[config.mk]
export PLATFORM = sky130hd
export DESIGN_NAME = stepper_move_planner
export DESIGN_NICKNAME = d
export VERILOG_FILES = /design/src/rtl/stepper_move_planner.sv
export SDC_FILE = /design/constraint.sdc
export NUM_CORES = 1
export LEC_CHECK = 0
export BUFFER_PORTS_ARGS = -buffer_cell sky130_fd_sc_hd__buf_2
export CORE_ASPECT_RATIO = 1.5
export CORE_MARGIN = 2
export CORE_UTILIZATION = 43
export DETAILED_ROUTE_END_ITERATION = 10
export SKIP_LAST_GASP = 1
export SLEW_MARGIN = 30
export SYNTH_ARGS = -nofsm -noshare
export SYNTH_HDL_FRONTEND = slang
export SYNTH_SLANG_ARGS = --single-unit
[constraint.sdc]
create_clock -name clk -period 2.9 [get_ports clk]
set_clock_uncertainty 0.05 [all_clocks]
set_input_delay 0.58 -clock clk [delete_from_list [all_inputs] [get_ports clk]]
set_output_delay 0.58 -clock clk [all_outputs]
set_load 0.03 [all_outputs]
[src/rtl/stepper_move_planner.sv]
// Linear-move planner feeding two StepperCtrl axes: the minor-axis pulse width is scaled by
// long/short so both axes finish together, then both are triggered and their completions joined.
module stepper_move_planner #(
  parameter int PULSE_NUM_BITS   = 8,
  parameter int PULSE_WIDTH_BITS = 8
) (
  input  logic                               clk,
  input  logic                               reset,
  input  logic                               clk_en,
  input  logic                               cmd_valid,
  output logic                               cmd_ready,
  input  logic signed [PULSE_NUM_BITS-1:0]   cmd_dx,
  input  logic signed [PULSE_NUM_BITS-1:0]   cmd_dy,
  input  logic        [PULSE_WIDTH_BITS-1:0] cmd_width,
  output logic                               x_trigger,
  output logic signed [PULSE_NUM_BITS-1:0]   x_pulse_num,
  output logic        [PULSE_WIDTH_BITS-1:0] x_pulse_width,
  input  logic                               x_done,
  output logic                               y_trigger,
  output logic signed [PULSE_NUM_BITS-1:0]   y_pulse_num,
  output logic        [PULSE_WIDTH_BITS-1:0] y_pulse_width,
  input  logic                               y_done,
  output logic                               busy,
  output logic                               done,
  output logic [2:0]                         state_dbg
);
  localparam int PNB = PULSE_NUM_BITS;
  localparam int PWB = PULSE_WIDTH_BITS;
  localparam int NB  = PNB + PWB;
  localparam int CW  = $clog2(NB);

  // Handshake: a command transfers on a clk_en cycle where cmd_valid and cmd_ready are both high.
  typedef enum logic [2:0] {
    S_IDLE    = 3'd0,
    S_DIVIDE  = 3'd1,
    S_TRIGGER = 3'd2,
    S_WAIT    = 3'd3,
    S_DONE    = 3'd4
  } state_t;

  state_t                 state_q, state_d;
  logic signed [PNB-1:0]  dx_q, dx_d, dy_q, dy_d;
  logic [PWB-1:0]         width_q, width_d;
  logic                   x_major_q, x_major_d;
  logic [PNB-1:0]         short_q, short_d;
  logic [NB-1:0]          num_q, num_d, quo_q, quo_d;
  logic [PNB-1:0]         rem_q, rem_d;
  logic [CW-1:0]          cnt_q, cnt_d;
  logic                   x_trig_q, x_trig_d, y_trig_q, y_trig_d;
  logic signed [PNB-1:0]  x_num_q, x_num_d, y_num_q, y_num_d;
  logic [PWB-1:0]         x_wid_q, x_wid_d, y_wid_q, y_wid_d;
  logic                   x_flag_q, x_flag_d, y_flag_q, y_flag_d;
  logic                   busy_q, busy_d, done_q, done_d;

  logic [PNB-1:0]         abs_dx, abs_dy, long_c, short_c;
  logic                   cmd_x_major;
  logic [NB-1:0]          prod_c, quo_next;
  logic [PNB:0]           rem_shift, rem_sub;
  logic                   div_ge;
  logic [PWB-1:0]         quo_sat;
  logic signed [PNB-1:0]  ld_dx, ld_dy;
  logic [PWB-1:0]         ld_w, ld_minor;
  logic                   ld_xmaj, load_out;

  // |d| is taken as unsigned so the most negative count maps to +2^(PNB-1).
  always_comb begin
    abs_dx      = cmd_dx[PNB-1] ? (~$unsigned(cmd_dx) + 1'b1) : $unsigned(cmd_dx);
    abs_dy      = cmd_dy[PNB-1] ? (~$unsigned(cmd_dy) + 1'b1) : $unsigned(cmd_dy);
    cmd_x_major = (abs_dx >= abs_dy);
    long_c      = cmd_x_major ? abs_dx : abs_dy;
    short_c     = cmd_x_major ? abs_dy : abs_dx;
    prod_c      = NB'(long_c) * NB'(cmd_width);
    rem_shift   = {rem_q, num_q[NB-1]};
    div_ge      = (rem_shift >= {1'b0, short_q});
    rem_sub     = div_ge ? (rem_shift - {1'b0, short_q}) : rem_shift;
    quo_next    = {quo_q[NB-2:0], div_ge};
    quo_sat     = (|quo_next[NB-1:PWB]) ? '1 : quo_next[PWB-1:0];
    ld_dx       = (state_q == S_IDLE) ? cmd_dx : dx_q;
    ld_dy       = (state_q == S_IDLE) ? cmd_dy : dy_q;
    ld_w        = (state_q == S_IDLE) ? cmd_width : width_q;
    ld_xmaj     = (state_q == S_IDLE) ? cmd_x_major : x_major_q;
    ld_minor    = (state_q == S_IDLE) ? '0 : quo_sat;
  end

  always_comb begin
    state_d   = state_q;
    dx_d      = dx_q;
    dy_d      = dy_q;
    width_d   = width_q;
    x_major_d = x_major_q;
    short_d   = short_q;
    num_d     = num_q;
    quo_d     = quo_q;
    rem_d     = rem_q;
    cnt_d     = cnt_q;
    x_trig_d  = x_trig_q;
    y_trig_d  = y_trig_q;
    x_num_d   = x_num_q;
    y_num_d   = y_num_q;
    x_wid_d   = x_wid_q;
    y_wid_d   = y_wid_q;
    x_flag_d  = x_flag_q;
    y_flag_d  = y_flag_q;
    busy_d    = busy_q;
    done_d    = done_q;
    load_out  = 1'b0;
    if (clk_en) begin
      unique case (state_q)
        S_IDLE: begin
          if (cmd_valid) begin
            dx_d      = cmd_dx;
            dy_d      = cmd_dy;
            width_d   = cmd_width;
            x_major_d = cmd_x_major;
            short_d   = short_c;
            num_d     = prod_c;
            quo_d     = '0;
            rem_d     = '0;
            cnt_d     = '0;
            busy_d    = 1'b1;
            if (long_c == '0) begin
              state_d = S_DONE;
              done_d  = 1'b1;
            end else if (short_c == '0) begin
              state_d  = S_TRIGGER;
              load_out = 1'b1;
            end else begin
              state_d = S_DIVIDE;
            end
          end
        end
        S_DIVIDE: begin
          num_d = num_q << 1;
          rem_d = rem_sub[PNB-1:0];
          quo_d = quo_next;
          cnt_d = cnt_q + 1'b1;
          if (cnt_q == CW'(NB - 1)) begin
            state_d  = S_TRIGGER;
            load_out = 1'b1;
          end
        end
        S_TRIGGER: begin
          x_trig_d = 1'b0;
          y_trig_d = 1'b0;
          state_d  = S_WAIT;
        end
        S_WAIT: begin
          x_flag_d = x_flag_q | x_done;
          y_flag_d = y_flag_q | y_done;
          if (x_flag_d && y_flag_d) begin
            state_d = S_DONE;
            done_d  = 1'b1;
          end
        end
        S_DONE: begin
          done_d   = 1'b0;
          busy_d   = 1'b0;
          x_num_d  = '0;
          y_num_d  = '0;
          x_wid_d  = '0;
          y_wid_d  = '0;
          x_flag_d = 1'b0;
          y_flag_d = 1'b0;
          state_d  = S_IDLE;
        end
        default: state_d = S_IDLE;
      endcase
    end
    // An axis with zero steps is neither triggered nor waited for.
    if (load_out) begin
      x_trig_d = (ld_dx != '0);
      y_trig_d = (ld_dy != '0);
      x_num_d  = ld_dx;
      y_num_d  = ld_dy;
      x_wid_d  = (ld_dx == '0) ? '0 : (ld_xmaj ? ld_w : ld_minor);
      y_wid_d  = (ld_dy == '0) ? '0 : (ld_xmaj ? ld_minor : ld_w);
      x_flag_d = (ld_dx == '0);
      y_flag_d = (ld_dy == '0);
    end
  end

  always_ff @(posedge clk or negedge reset) begin
    if (!reset) begin
      state_q   <= S_IDLE;
      dx_q      <= '0;
      dy_q      <= '0;
      width_q   <= '0;
      x_major_q <= 1'b0;
      short_q   <= '0;
      num_q     <= '0;
      quo_q     <= '0;
      rem_q     <= '0;
      cnt_q     <= '0;
      x_trig_q  <= 1'b0;
      y_trig_q  <= 1'b0;
      x_num_q   <= '0;
      y_num_q   <= '0;
      x_wid_q   <= '0;
      y_wid_q   <= '0;
      x_flag_q  <= 1'b0;
      y_flag_q  <= 1'b0;
      busy_q    <= 1'b0;
      done_q    <= 1'b0;
    end else begin
      state_q   <= state_d;
      dx_q      <= dx_d;
      dy_q      <= dy_d;
      width_q   <= width_d;
      x_major_q <= x_major_d;
      short_q   <= short_d;
      num_q     <= num_d;
      quo_q     <= quo_d;
      rem_q     <= rem_d;
      cnt_q     <= cnt_d;
      x_trig_q  <= x_trig_d;
      y_trig_q  <= y_trig_d;
      x_num_q   <= x_num_d;
      y_num_q   <= y_num_d;
      x_wid_q   <= x_wid_d;
      y_wid_q   <= y_wid_d;
      x_flag_q  <= x_flag_d;
      y_flag_q  <= y_flag_d;
      busy_q    <= busy_d;
      done_q    <= done_d;
    end
  end

  assign cmd_ready     = reset & (state_q == S_IDLE);
  assign x_trigger     = x_trig_q;
  assign y_trigger     = y_trig_q;
  assign x_pulse_num   = x_num_q;
  assign y_pulse_num   = y_num_q;
  assign x_pulse_width = x_wid_q;
  assign y_pulse_width = y_wid_q;
  assign busy          = busy_q;
  assign done          = done_q;
  assign state_dbg     = state_q;
endmodule

== Word level (Yosys, flattened, before mapping) ==
Cells that the tools add are included.
Storage, ports and cells
  register bits after elaboration: 117
  output and inout bits: 40
  input bits: 30
Cells by class
  bitwise gates (word level): 5
  equality and inequality tests: 9
  order comparisons: 2
  reductions and logical operators: 24
  mux-type cells: 57
  add/sub/neg operators: 4
  multiply operators: 1
Operators by type and width (number)
  $mux 8: 21
  $logic_not 8->1: 4
  $pmux 16 s2: 1
  $pmux 15 s2: 1
  $mux 1: 18
  $add 8x1->8 const B: 2
  $mul 8x8->16: 1
  $mux 16: 1
  $not 8->8: 2
  $pmux 8 s2: 1
  $reduce_bool 8->1: 2
  $mux 15: 1
  $mux 3: 4
  $pmux 3 s4: 1
  $reduce_bool 2->1: 5
  $ge 9x8->1: 1
  $reduce_and 3->1: 3
  $ge 8x8->1: 1
  $ne 2x2->1 const B: 4
  $pmux 1 s2: 4
  $pmux 4 s2: 1
  $reduce_or 8->1: 1
  $sub 8x8->8: 1
  $eq 3x2->1 const B: 2
  other kinds (15): 19

== Longest topological paths before layout ==
Gate-level depths: netlist of the first run.
  depth after elaboration: 13
  gate-level depth with buffers: 31
  depth with buffers taken out: 30

== Worst setup path after synthesis of the first run ==
OpenSTA, ideal clock, no wires.
  path kind: input port to flip-flop
  start point: input cmd_dy[2]
  end point: register num_q[15]
  stages on the path: 26
  path buffers: 3
  data required time: 2.780 ns
  arrival time: 7.252 ns
  library setup time: 0.070 ns
  setup slack: -4.471 ns
  cell sequence: buf_6 or4_4 nor4_1 inv_1 ha_1 a21boi_0 a21oi_1 o21a_1 clkbuf_1 buf_1 a21oi_1 and2_1 fa_1 fa_1 inv_1 fa_1 fa_1 inv_1 ha_1 o21ai_0 a21boi_0 o21ai_0 a211oi_1 nor3_1 or4b_2 nand3_1
On the way
  cells in the longest elaborated chain, start to end: 8
Ends and longest elaborated chain
  start: declaration: line 13  | input logic signed [PULSE_NUM_BITS-1:0] cmd_dy,
  $not 8->8: line 68  | abs_dy = cmd_dy[PNB-1] ? (~$unsigned(cmd_dy) + 1'b1) : $unsigned(cmd_dy);
  $add 8x1->8: line 68
  $mux 8 *: line 68
  $ge 8x8->1: line 69  | cmd_x_major = (abs_dx >= abs_dy);
  $mux 8 *: line 70  | long_c = cmd_x_major ? abs_dx : abs_dy;
  $mul 8x8->16 *: line 72  | prod_c = NB'(long_c) * NB'(cmd_width);
  $mux 16 *: line 110  | if (cmd_valid) begin
  $pmux 16 s2 *: line 108  | unique case (state_q)
  end signal: assignment: line 211  | num_q <= num_d;
  end: declaration: line 46  | logic [NB-1:0] num_q, num_d, quo_q, quo_d;
Mark *: on every way between the ends. The rest lies on a longest branch, timed or not. The select of a mux whose other input is x is not followed.
A chain may end at the register's enable or synchronous reset.

== Worst setup path in the final report of the first run ==
  start point: input cmd_dy[1]
  end point: register y_wid_q[6] (netlist: y_pulse_width[6])
On the way
  cells in the longest elaborated chain, start to end: 13
  elaborated cells on any way between the ends: 22
Ends and longest elaborated chain
  $not 8->8: line 68
  $add 8x1->8: line 68
  $mux 8: line 68
  $ge 8x8->1: line 69
  $mux 8: line 71  | short_c = cmd_x_major ? abs_dy : abs_dx;
  $logic_not 8->1: line 124  | end else if (short_c == '0) begin
  $mux 1: line 124
  $mux 1: line 121  | if (long_c == '0) begin
  $mux 1: line 110
  $pmux 1 s2: line 108
  $mux 1: line 107  | if (clk_en) begin
  $reduce_bool 2->1 (no line)
  $reduce_and 2->1 (no line)
  end signal: assignment: line 220  | y_wid_q <= y_wid_d;
  end: declaration: line 51  | logic [PWB-1:0] x_wid_q, x_wid_d, y_wid_q, y_wid_d;
Several ways; a longest one is shown, not always the timed one.

==> flow_summary_export.csv, run 1 <==
group,metric,value,unit
placement,post-place-ws,-3.81,ns
critical_path,critical_path_required,3.16,ns
routing,vias,8008,
critical_path,criticalPathCategory,"in -> reg",
power_and_ir_drop,leakage,6.04,nW
timing,slew_headroom,34.7,%
status,violations,"negative setup slack",
clock_network,cts_tree,"yes",
critical_path,crit_path_max_fanout,4,
floorplan,core-area,19500,µm²
global_routing,antenna_found_initial,2,
routing,drcViolationCount,0,
clock_network,clock-root-buffer,"clkbuf_16",
routing,route.antenna.remaining_nets,0,
timing,max_freq,161,MHz
synth,async_reset_ff_share,100,%
timing,rsz0062_at_grt,"yes",
timing,final.min_clock_period,6.22,ns
global_routing,grt_pass1_vias,8232,
global_routing,globalRouteTotalUtil,26.8,%
critical_path,worst_path_dominant_cell_family,"buffers and inverters",
finish,final_util,63.2,%
timing,tns,-166.39,ns
finish,final_cell_mix,"182 x buf_4, 138 x nand2_1, 117 x dfrtp_1",
status,status,"finished with violations",
critical_path,critPathCaptureType,"flop",
synth,seq_area_frac_synth,34.4,%
critical_path,reg2regPathDepth,11,
synth,synth_top_cell_area_share,34.4,%
synth,netlist_instances,944,
finish,nets,1316,
power_and_ir_drop,power_density,1130,nW/µm²
timing,whs,0.101,ns
timing,period_share,215,%
floorplan,rows,63,
synth,synthFlopType,"dfrtp_1",
synth,synthTopCellsByArea,"dfrtp_1 34%, fa_1 8.7%, ha_1 7.8%",
timing,finalHoldViolCount,0,
critical_path,crit_path_start_kind,"input port",
finish,nFillCells,1682,
routing,firstDrtPassIters,5,
floorplan,start_util,43.5,%
power_and_ir_drop,seqPwrFrac,20.4,%
routing,drtIter0Drc,508,
finish,final_common_cell,"buf_4",
finish,drive_gt1_share,38.5,%
synth,ys_ff_latch,117,
routing,wl,27.1,mm
placement,hpwl,19.5,mm
placement,gp_congestion,0.993,
global_routing,grt_max_degree,67,
synth,synth_top_cell_by_area,"dfrtp_1",
power_and_ir_drop,clkPwrFrac,15.4,%
power_and_ir_drop,comb_power_share,64.2,%
timing,layout_setup_ws,-3.32,ns
global_routing,grt_pass1_wl,43.3,mm
synth,syn-num-nets,1064,
timing,setup_viol,55,
power_and_ir_drop,ir_drop,607,µV
clock_network,clockBufferDepth,2,
critical_path,critPathMostFrequentCell,"buf_4",
finish,ff_latch_area,2930,µm²
global_routing,grt_overflow_total,0,
critical_path,worst_path_max_delay_cell,"o41ai_4",
routing,wl_per_cell,18.5,µm
synth,synth.cell_area,8500,µm²
clock_network,numCtsBuffers,17,
floorplan,dieArea,20900,µm²
floorplan,fp.dieW,119,µm
critical_path,crit_arrival,6.48,ns
synth,yosys_warnings,0,
synth,ys_types,64,
routing,viasPerCell,5.45,
power_and_ir_drop,power.switching,6.12,mW
power_and_ir_drop,switching_share,43.8,%
power_and_ir_drop,intPower,7.86,mW
clock_network,cts_htree_levels,4,
clock_network,cts_hold_buf,0,
critical_path,slowest_delay,0.34,ns
floorplan,boundaryPins,70,
clock_network,clock_sinks,117,
timing,maxSlewViolCount,0,
critical_path,timing.critical_path.buf_inv,31,
synth,avgSynthCellArea,9.00,µm²
floorplan,die_y,176,µm
clock_network,clock_latency,0.43,ns
synth,synth-edff-count,0,
critical_path,crit_cells,43,
clock_network,path_clk_slew,0.06,ns
finish,synthToLayoutAreaGrowth,45.3,%
placement,port_buffers,69,
timing,tightest_slew,0.967,ns
finish,multi_input_area,6010,µm²
worst_hold_path,min_path_type,"in -> async",
flow_run,max-cap-violations,0,
-- area by class of cell --
cell class / count / area share [%]
multi-input combinational: 701 / 48.6
sequential: 117 / 23.7
timing repair buffer: 280 / 17.7
clock buffer: 18 / 3.56
tap: 260 / 2.63
inverter: 79 / 2.54
clock inverter: 14 / 1.22
antenna: 1 / 0.0203
-- flip-flops by register name, summed over array words and instances (netlist names) --
signal	flops
busy	1
cnt_q	4
done	1
dx_q	8
dy_q	8
num_q	16
quo_q	15
rem_q	8
short_q	8
state_dbg	3
width_q	8
x_flag_q	1
x_major_q	1
x_pulse_num	8
x_pulse_width	8
x_trigger	1
y_flag_q	1
y_pulse_num	8
y_pulse_width	8
y_trigger	1
-- Yosys cell counts, types with 4 or more instances --
cell type,instances
nand2_1,142
dfrtp_1,117
inv_1,79
o21ai_0,74
ha_1,53
nor2_1,52
and2_1,51
clkbuf_1,37
fa_1,37
mux2i_1,35
a21oi_1,31
a22o_1,16
a22oi_1,16
nor2b_1,15
nand3_1,13
nor3_1,11
nor4_1,11
xnor2_1,11
a21o_1,10
nand2b_1,9
xor2_1,9
a32o_1,8
o22ai_1,8
o32ai_1,8
a211oi_1,7
buf_6,5
nand4_1,5
or3_1,5
buf_1,4
o211ai_1,4
o21a_1,4
o31a_1,4
or2_2,4
-- final timing paths --
path / startpoint / to / slack (ns)
max: cmd_dy[1] / y_pulse_width[6] / -3.32
min: reset / x_trigger / 0.10
max reg2reg: short_q[1] / y_pulse_width[0] / 0.18
min reg2reg: short_q[4] / short_q[4] / 0.42
max in group asynchronous: reset / dx_q[6] / 2.06
min in group clk: clk_en / state_dbg[2] / 0.37
-- worst register-to-register path, cell delays in order (launching register included) --
cell and delay, ns:
dfrtp_1 0.38, inv_1 0.08, ha_1 0.30, nor2b_1 0.13, o21ai_0 0.20, a21boi_0 0.16
o31a_1 0.30, o41ai_2 0.30, buf_4 0.19, a311o_1 0.15, o21ai_0 0.12, a32o_1 0.23
-- layer usage --
| layer | vias up | wire (µm) | share of wire, % | GRT usage, % |
|---|---|---|---|---|
| met5 | - | 11 | 0.041 | 0 |
| met4 | 2 | 1660 | 6.1 | 16.6 |
| met3 | 84 | 900 | 3.3 | 4.10 |
| met2 | 215 | 14700 | 54 | 48.8 |
| met1 | 3922 | 9890 | 36 | 28.8 |
| li1 | 3785 | - | - | - |
-- through the flow --
| stage | power [mW] | std cells | instance area (µm²) |
|---|---|---|---|
| detailed placement | 10.8 | 1380 | 10700 |
| global placement | 10.6 | 1380 | 10700 |
| floorplan | 8.11 | 944 | 9030 |
| finish | 14.0 | 1470 | 12400 |
| CTS | 13.5 | 1456 | 12000 |
| global route | 15.2 | 1469 | 12400 |
-- power groups by stage --
stage	Clock (mW)	Sequential, mW	Combinational, mW
after floorplan	0	3.07	5.04
after global placement	0	2.85	7.76
after detailed placement	0	2.86	7.93
after CTS	2.19	2.84	8.51
after global routing	2.26	2.95	9.95
final	2.15	2.85	8.97
-- cell families (layout without fill, tap and decap cells) --
group | after synthesis | in the layout | synth area share, %
AOI/OAI and AO/OA | 221 | 221 | 17.5
xor gates and xnor gates | 21 | 21 | 2.38
adders and majority gates | 91 | 91 | 16.6
buffers and inverters | 126 | 391 | 6.02
DFF | 117 | 117 | 34.4
muxes | 37 | 37 | 4.39
other | 0 | 1 | 0
and+or+nand+nor | 331 | 331 | 18.6
-- what timing repair did --
action                                  in CTS  in global routing
cloned                                       3                  0
pin swaps                                   60                 39
endpoints found under the setup margin      56                 58
buffers inserted                            41                 15
gates resized for setup                     63                 55
Note: power is estimated with default switching activity, not from simulation.
==> inputs of run 2 (changes only) <==
--- a/config.mk
+++ b/config.mk
@@ -10,6 +10,7 @@
 export CORE_MARGIN = 2
 export CORE_UTILIZATION = 43
 export DETAILED_ROUTE_END_ITERATION = 10
+export SETUP_SLACK_MARGIN = 0.5
 export SKIP_LAST_GASP = 1
 export SLEW_MARGIN = 30
 export SYNTH_ARGS = -nofsm -noshare
==> flow_summary_export.csv, run 2 (synthesis gave the netlist of run 1 again) <==
group,metric,value,unit
timing,layout_setup_ws,-3.33,ns
clock_network,cts_htree_levels,4,
floorplan,die_y,176,µm
finish,synthToLayoutAreaGrowth,48.8,%
routing,drcViolationCount,0,
clock_network,clock_latency,0.43,ns
power_and_ir_drop,power_density,1230,nW/µm²
clock_network,clock-root-buffer,"clkbuf_16",
finish,final_util,64.7,%
clock_network,clock_sinks,117,
finish,nets,1318,
routing,wl_per_cell,18.5,µm
placement,hpwl,19.4,mm
clock_network,numCtsBuffers,17,
worst_hold_path,min_path_type,"in -> async",
status,status,"finished with violations",
global_routing,globalRouteTotalUtil,26.0,%
routing,wl,27.2,mm
global_routing,grt_overflow_total,0,
floorplan,boundaryPins,70,
routing,viasPerCell,5.43,
clock_network,cts_tree,"yes",
timing,final.min_clock_period,6.23,ns
critical_path,timing.critical_path.buf_inv,8,
power_and_ir_drop,leakage,6.11,nW
critical_path,critPathCaptureType,"flop",
floorplan,start_util,43.5,%
power_and_ir_drop,power,15.5,mW
critical_path,worst_path_max_delay_cell,"fa_1",
routing,drtIter0Drc,440,
timing,slew_headroom,41.2,%
power_and_ir_drop,ir_drop,619,µV
finish,final_cell_mix,"162 x buf_4, 134 x nand2_1, 113 x dfrtp_1",
global_routing,grt_max_degree,118,
floorplan,fp.dieW,119,µm
timing,rsz0062_at_grt,"yes",
timing,maxSlewViolCount,0,
status,violations,"negative setup slack",
finish,reg.largest.list,"num_q (16), quo_q (15)",
timing,finalHoldViolCount,0,
timing,whs,0.188,ns
floorplan,core-area,19500,µm²
global_routing,antenna_found_initial,0,
finish,drive_gt1_share,40.3,%
timing,tightest_slew,0.882,ns
placement,post-place-ws,-3.90,ns
placement,gp_congestion,0.956,
critical_path,worst_path_dominant_cell_family,"adder cells",
timing,tns,-63.46,ns
clock_network,path_clk_slew,0.06,ns
finish,regMostFlops,"num_q",
floorplan,dieArea,20900,µm²
timing,period_share,215,%
floorplan,rows,63,
timing,max_freq,161,MHz
critical_path,critical_path_required,3.22,ns
routing,firstDrtPassIters,5,
routing,vias,7986,
global_routing,grt_pass1_vias,8151,
global_routing,grt_pass1_wl,42.0,mm
critical_path,crit_path_start_kind,"input port",
routing,route.antenna.remaining_nets,0,
critical_path,slowest_delay,0.53,ns
critical_path,criticalPathCategory,"in -> reg",
timing,setup_viol,56,
critical_path,crit_arrival,6.55,ns
clock_network,clockBufferDepth,2,
placement,port_buffers,69,
critical_path,crit_path_max_fanout,5,
finish,largest_register_ffs,16,
flow_run,max-cap-violations,0,
finish,final_common_cell,"buf_4",
[run 2: where the power goes]
group          switching (mW)  internal, mW
clock                   0.863          1.45
combinational            5.23          5.12
sequential              0.537          2.31
[run 2: worst register-to-register path: stages, from the launching register on]
cell      delay [ns]
dfrtp_1         0.39
inv_2           0.09
ha_4            0.21
nor2b_1         0.12
o21ai_1         0.18
a21boi_1        0.13
buf_4           0.15
buf_6           0.10
buf_6           0.10
buf_6           0.10
buf_6           0.10
buf_6           0.10
buf_6           0.10
buf_6           0.10
o21ai_2         0.15
a211oi_2        0.09
a21oi_1         0.12
o21ai_1         0.06
[run 2: metrics by stage]
| step | cell area (µm²) | std cells |
|---|---|---|
| 6_report | 12600 | 1472 |
| 3_3_place_gp | 10700 | 1375 |
| 4_1_cts | 12200 | 1454 |
| 2_1_floorplan | 9080 | 944 |
| 5_1_grt | 12600 | 1471 |
| 3_5_place_dp | 10700 | 1375 |
[run 2: area by class of cell]
type                    count  area [µm²]
fillers                  1621        6910
multi-input cells         701        6070
flip-flops and latches    117        2930
repair buffers            282        2370
clock buffers              19         433
well taps                 260         325
inverters                  79         317
clock inverters            13         193
diodes                      1        2.50
[run 2: timing repair]
item	CTS	global route
cloned	5	0
setup endpoints to repair	75	75
buffers inserted	42	17
pin swaps	62	61
hold buffers	0	0
gates resized for setup	119	69
[run 2: worst paths after layout]
path,startpoint,endpoint,slack (ns),depth (start not counted)
worst max-delay path,cmd_dy[0],num_q[15],-3.33,32
worst min-delay path,reset,busy,0.19,2
worst max register to register,short_q[1],rem_q[5],0.31,17
worst min register to register,short_q[2],short_q[2],0.43,2
max in group asynchronous,reset,rem_q[0],2.07,2
min in group clk,clk_en,state_dbg[2],0.36,2
[run 2: per-layer routing]
metal	wire length [µm]	global-route usage, %	vias to the layer above
met5	0	0	-
met1	9960	26.7	3905
met3	916	4.49	78
met2	14900	49.0	211
li1	-	-	3792
met4	1430	14.9	0
